==> config.mk <==
export PLATFORM = sky130hd
export DESIGN_NAME = bram_port_arb
export DESIGN_NICKNAME = d
export VERILOG_FILES = /design/src/rtl/bram_port_arb.sv
export SDC_FILE = /design/constraint.sdc
export NUM_CORES = 1
export LEC_CHECK = 0
export ABC_AREA = 1
export CAP_MARGIN = 20
export CORE_AREA = 2 2 95 97
export CTS_CLUSTER_SIZE = 25
export DETAILED_ROUTE_END_ITERATION = 16
export DIE_AREA = 0 0 97 99
export MAX_ROUTING_LAYER = met4
export PLACE_DENSITY = 0.7
export SYNTH_ARGS = -nofsm -noshare
export SYNTH_HDL_FRONTEND = slang
export SYNTH_SLANG_ARGS = --single-unit
==> constraint.sdc <==
create_clock -name clk -period 4.9 [get_ports clk]
set_input_delay 0.98 -clock clk [delete_from_list [all_inputs] [get_ports clk]]
set_output_delay 0.98 -clock clk [all_outputs]
set_load 0.01 [all_outputs]
==> src/rtl/bram_port_arb.sv <==
// Two-requester arbiter for BRAM port 0: round-robin with optional burst lock,
// routing the one-cycle-latency read data back to the requester that issued the read.
module bram_port_arb #(
  parameter int AW = 10,
  parameter int DW = 32
) (
  input  logic            clk,
  input  logic            resetn,
  input  logic            m0_req,
  input  logic            m0_lock,
  input  logic [AW-1:0]   m0_addr,
  input  logic [DW/8-1:0] m0_wen,
  input  logic [DW-1:0]   m0_wdata,
  output logic            m0_gnt,
  output logic            m0_rvalid,
  output logic [DW-1:0]   m0_rdata,
  input  logic            m1_req,
  input  logic            m1_lock,
  input  logic [AW-1:0]   m1_addr,
  input  logic [DW/8-1:0] m1_wen,
  input  logic [DW-1:0]   m1_wdata,
  output logic            m1_gnt,
  output logic            m1_rvalid,
  output logic [DW-1:0]   m1_rdata,
  output logic [AW-1:0]   b_addr,
  output logic [DW/8-1:0] b_wen,
  output logic            b_rden,
  output logic [DW-1:0]   b_wdata,
  input  logic [DW-1:0]   b_rdata
);

  typedef enum logic [1:0] {IDLE, OWN0, OWN1} state_t;

  state_t state_q, state_d;
  logic   last_q, last_d;
  logic   m0_rvalid_q, m1_rvalid_q;

  // last_q names the requester granted most recently; the other one wins a tie.
  always_comb begin
    m0_gnt = 1'b0;
    m1_gnt = 1'b0;
    case (state_q)
      OWN0:    m0_gnt = m0_req;
      OWN1:    m1_gnt = m1_req;
      default: begin
        m0_gnt = m0_req && (!m1_req || last_q);
        m1_gnt = m1_req && !m0_gnt;
      end
    endcase
    if (!resetn) begin
      m0_gnt = 1'b0;
      m1_gnt = 1'b0;
    end
  end

  always_comb begin
    b_addr  = '0;
    b_wen   = '0;
    b_wdata = '0;
    b_rden  = 1'b0;
    state_d = state_q;
    last_d  = last_q;
    if (m0_gnt) begin
      b_addr  = m0_addr;
      b_wen   = m0_wen;
      b_wdata = m0_wdata;
      b_rden  = (m0_wen == '0);
      state_d = m0_lock ? OWN0 : IDLE;
      last_d  = 1'b0;
    end else if (m1_gnt) begin
      b_addr  = m1_addr;
      b_wen   = m1_wen;
      b_wdata = m1_wdata;
      b_rden  = (m1_wen == '0);
      state_d = m1_lock ? OWN1 : IDLE;
      last_d  = 1'b1;
    end
  end

  always_ff @(posedge clk) begin
    if (!resetn) begin
      state_q     <= IDLE;
      last_q      <= 1'b1;
      m0_rvalid_q <= 1'b0;
      m1_rvalid_q <= 1'b0;
    end else begin
      state_q     <= state_d;
      last_q      <= last_d;
      m0_rvalid_q <= m0_gnt && (m0_wen == '0);
      m1_rvalid_q <= m1_gnt && (m1_wen == '0);
    end
  end

  // Port 0 of the wrapper is write-first, so read data needs no bypass here.
  assign m0_rvalid = m0_rvalid_q;
  assign m1_rvalid = m1_rvalid_q;
  assign m0_rdata  = b_rdata;
  assign m1_rdata  = b_rdata;

endmodule

### Word-level counts from Yosys, hierarchy flattened

Cells that the tools add are included.

| word-level totals | value |
|---|---|
| bits in registers | 5 |
| latch bits | 0 |
| RAM bits | 0 |
| memory bits (read-only) | 0 |
| memories | 0 |

| operators by class | value |
|---|---|
| $add $sub $neg | 0 |
| $mul | 0 |
| div/mod/pow operators | 0 |
| $lt $le $gt $ge | 0 |
| equality and inequality tests | 2 |
| shift-type cells | 0 |
| muxes and demuxes | 18 |
| bitwise logic cells | 0 |
| reductions and logical operators | 10 |

Operators by type and width:

| cell | number |
|---|---|
| 32-bit 2-to-1 mux | 2 |
| 10-bit 2-to-1 mux | 2 |
| 4-bit zero test | 2 |
| 4-bit 2-to-1 mux | 2 |
| 1-bit 2-to-1 mux | 7 |
| 2-bit 2-to-1 mux | 3 |
| 1-bit logical AND | 4 |
| 1-bit case mux with 2 select lines | 2 |
| 2-bit by 1-bit == test with 1-bit output (second input constant) | 1 |
| 2-bit == test (second input constant) | 1 |
| 1-bit zero test | 2 |
| 2-bit nonzero test | 1 |
| 1-bit logical OR | 1 |

### Depth between registers and ports, before layout

| depth | value |
|---|---|
| depth after elaboration | 9 |
| depth in mapped cells | 10 |

### Worst setup path before layout

OpenSTA, ideal clock, no wires.

| path | value |
|---|---|
| path kind | in2out |
| from | in m1_req |
| to | out b_addr[1] |
| arrival time | 1767 ps |
| setup slack | 2153 ps |
| stages | 7 |
| path buffers | 1 |
| path through | nand2_1 nand2_1 nand2_1 nand2_4 buf_2 nand2_1 o21ai_0 |

| on the way | value |
|---|---|
| cells in the longest elaborated chain, start to end | 9 |
| elaborated cells between the ends (all ways) | 11 |
| classes of those cells | mux (6); reduce/logical (5) |

RTL lines:

| item | line | text |
|---|---|---|
| start, declared | 17 | `input logic m1_req,` |
| 1-bit zero test | 46 | `m0_gnt = m0_req && (!m1_req \|\| last_q);` |
| 1-bit logical OR | 46 |  |
| 1-bit logical AND | 46 |  |
| 1-bit zero test | 47 | `m1_gnt = m1_req && !m0_gnt;` |
| 1-bit logical AND | 47 |  |
| 1-bit case mux with 2 select lines | 42 | `case (state_q)` |
| 1-bit 2-to-1 mux | 50 | `if (!resetn) begin` |
| 10-bit 2-to-1 mux | 70 | `end else if (m1_gnt) begin` |
| 10-bit 2-to-1 mux * | 63 | `if (m0_gnt) begin` |
| end, declared | 25 | `output logic [AW-1:0] b_addr,` |

Every way passes the cells marked *; elsewhere a longest branch is shown, timed or not.

### Worst setup path in the final report

| path | value |
|---|---|
| from | in m1_req |
| to | out b_addr[9] |

The elaborated chain is that of the path after synthesis.

==> impl_results.md <==
- Post-DP HPWL: 4470 um
- Worst-skew pair later-pin latency: 210 ps
- LEAKAGE: 1.10 nW
- Core area: 8550 um^2
- Share of the synthesized area in the top cell type: 28.2%
- Initial DRC Count: 28
- GRT met2 Usage: 20.9%
- First drt pass iteration count: 4
- Synth Net Count: 394
- First-pass GRT wire length: 8870 um
- CTS Hold Buffers Added: 0
- Fin. max-slew vios: 0
- Site Rows: 34
- Least-Margin Pin Slew: 382 ps
- Die Ht: 99 um
- Residual DRC count: 0
- Pin count of the biggest net entering global routing: 34
- Via Count: 1,835
- Primary FF master, synth: dfxtp_1
- Crit share post-route: 86.6%
- Initial Utilization: 19.9%
- Routed length per instance: 12.3 um
- Layer with the highest usage: met2
- Cts repair resizes: 0
- Inserted Diodes: 0
- CP Class: in -> out
- Share of synthesized registers carrying an async set or reset: 0%
- DRT antenna net count: 0
- Fmax: 236 MHz
- Max Cap Viol: 0
- GRT Total Usage: 11.2%
- Buffers on Ports: 148
- I/O pins: 245
- Critical Path AT: 3260 ps
- Slew headroom: 74.5%
- Final setup TNS: 0 ps
- Crit path top cell by count: nand2_1
- Area leader, netlist: buf_4
- Post-synth cell types: 25
- Number of global-route vias before repair: 1,907
- Reg2Reg Launch Point: state_q[0]
- Critical path required time: 3920 ps
- Met1 usage: 11.7%
- Main area contributors after synthesis: buf_4 28%, o21ai_2 15%, nand2_1 15%, nand2_2 11%, dfxtp_1 5.9%
- WL final: 5520 um
- PwrDens: 172 nW/um^2
- GR Overflow Total: 0
- Clk_skew: 0.230 ps
- VDD IR max: 0.172 mV
- Syn avg cell area: 6.50 um^2
- Nets: 473
- Vias per cell: 4.10
- Final Util: 32.6%
- YS warnings: 0
- RePlAce Congestion: 0.754
- Worst Path Max Fanout: 33
- H-tree depth: 1
- Synthesized cell area: 1700 um^2
- CTS buffer count: 3
- Finish-stage setup viols: 0
- Met3 Usage GRT: 2.77%
- Hold Crit Class: reg -> reg
- Setup crit start: m1_req
- Layout cells sized above 1: 21.8%
- Initial antenna violation count: 0
- Final hold viol count: 0
- Worst-path clk slew: 30 ps
- Minimum clock period: 4240 ps
- Startpoint Class: primary input
- Worst path max stage delay: 590 ps
- Crit. End Element: output pin
- Status: complete, no violations
- Slowest-stage cell, CP: clkdlybuf4s50_1
- Max Buffers Root-to-Sink: 2
- Root buf cell: clkbuf_8
- Clock tree from TritonCTS: yes
- Register area share after synthesis: 5.88%
- Layout area overhead: 63.5%
- Post-CTS setup buffer count: 0
- Synth Register Bits: 5
- Critical Path, Cell by Cell: clkdlybuf4s50_1 > nand2_1 > nand2_1 > nand2_1 > nand2_4 > buf_4 > nand2_1 > o21ai_0 > clkdlybuf4s50_1
- Hold_sp: state_q[0]
- Width of the die: 97 um
- Clock sink count: 5
- Mapped Cells: 262
- Die area: 9600 um^2
- Number of synthesized flops with an enable pin: 0
- Unrepaired setup endpoints after global routing: false
[final cells by class]
class | count | area (um^2)
well taps | 108 | 135
fillers | 905 | 5770
inverters | 11 | 41.3
clock buffers | 4 | 45.0
multi-input cells | 167 | 943
flip-flops and latches | 5 | 100
repair buffers | 153 | 1520
[critical path: cells and delay by family]
family / cells / cell delay (ps)
buf+inv: 3 / 1410
simple gates: 5 / 600
compound gates: 1 / 250
[cell usage in the layout (no fill, tap or decap)]
cell,instances
clkdlybuf4s50_1,148
nand2_1,67
nand2_2,30
o21ai_2,30
o21ai_0,17
inv_1,10
nand3_1,6
dfxtp_1,5
buf_4,5
nor2_1,3
a21oi_1,3
clkbuf_8,3
ha_1,2
a21oi_4,1
nand2_4,1
inv_2,1
a21oi_2,1
nand3_2,1
o21ai_1,1
or2_2,1
nor3_1,1
nor4_1,1
a31oi_1,1
clkbuf_1,1
[layer usage]
layer  share of wire [%]  vias up
met5                   0        -
met4                 2.9        0
met3                 9.2       29
met2                  51       94
met1                  37      794
li1                    -      918
[flip-flops by register name, indices dropped and copies added (netlist names)]
name and cells:
last_q 1, m0_rvalid 1, m1_rvalid 1, state_q 2
[synthesized netlist by cell type, types with 2 or more instances]
library cell,count
nand2_1,67
a21oi_1,3
buf_12,3
ha_1,2
o21ai_2,30
nand3_1,6
buf_2,8
dfxtp_1,5
buf_6,3
buf_4,64
nor2_1,3
nand2_2,30
o21ai_0,17
inv_1,10
[report_power, final]
| group | internal, mW | leakage (nW) | switching, mW |
|---|---|---|---|
| registers | 0.0440 | 0.0408 | 0.00202 |
| logic | 0.197 | 1.04 | 0.164 |
| clock network | 0.0556 | 0.0228 | 0.0174 |
| total | 0.296 | 1.10 | 0.184 |
[path summary, 6_finish.rpt]
| kind | end | slack, ps | cells past startpoint |
|---|---|---|---|
| min reg2reg | state_q[0] | 520 | 2 |
| max reg2reg | state_q[0] | 2910 | 9 |
| min | state_q[0] | 520 | 2 |
| max | b_addr[9] | 660 | 9 |
[cell families (layout without fill, tap and decap cells)]
logic type / Yosys count / after routing / share of synthesized area, %
adder cells (fa/ha/maj): 2 / 2 / 1.47
AND/OR/NAND/NOR: 111 / 111 / 30.5
buffers and inverters: 90 / 168 / 38.7
flip-flops: 5 / 5 / 5.88
AO/OA/AOI/OAI: 54 / 54 / 23.4
[stage by stage]
step	instances	total power, mW	area (um^2)	hold slack, ps	worst slack (ps)
detailed placement	444	0.412	2740	511	635
global placement	444	0.407	2740	500	698
CTS	448	0.489	2780	520	620
finish	448	0.480	2780	519	656
floorplan	262	0.278	1700	473	2150
global route	448	0.518	2780	543	444
Note: power is estimated with default switching activity, not from simulation.
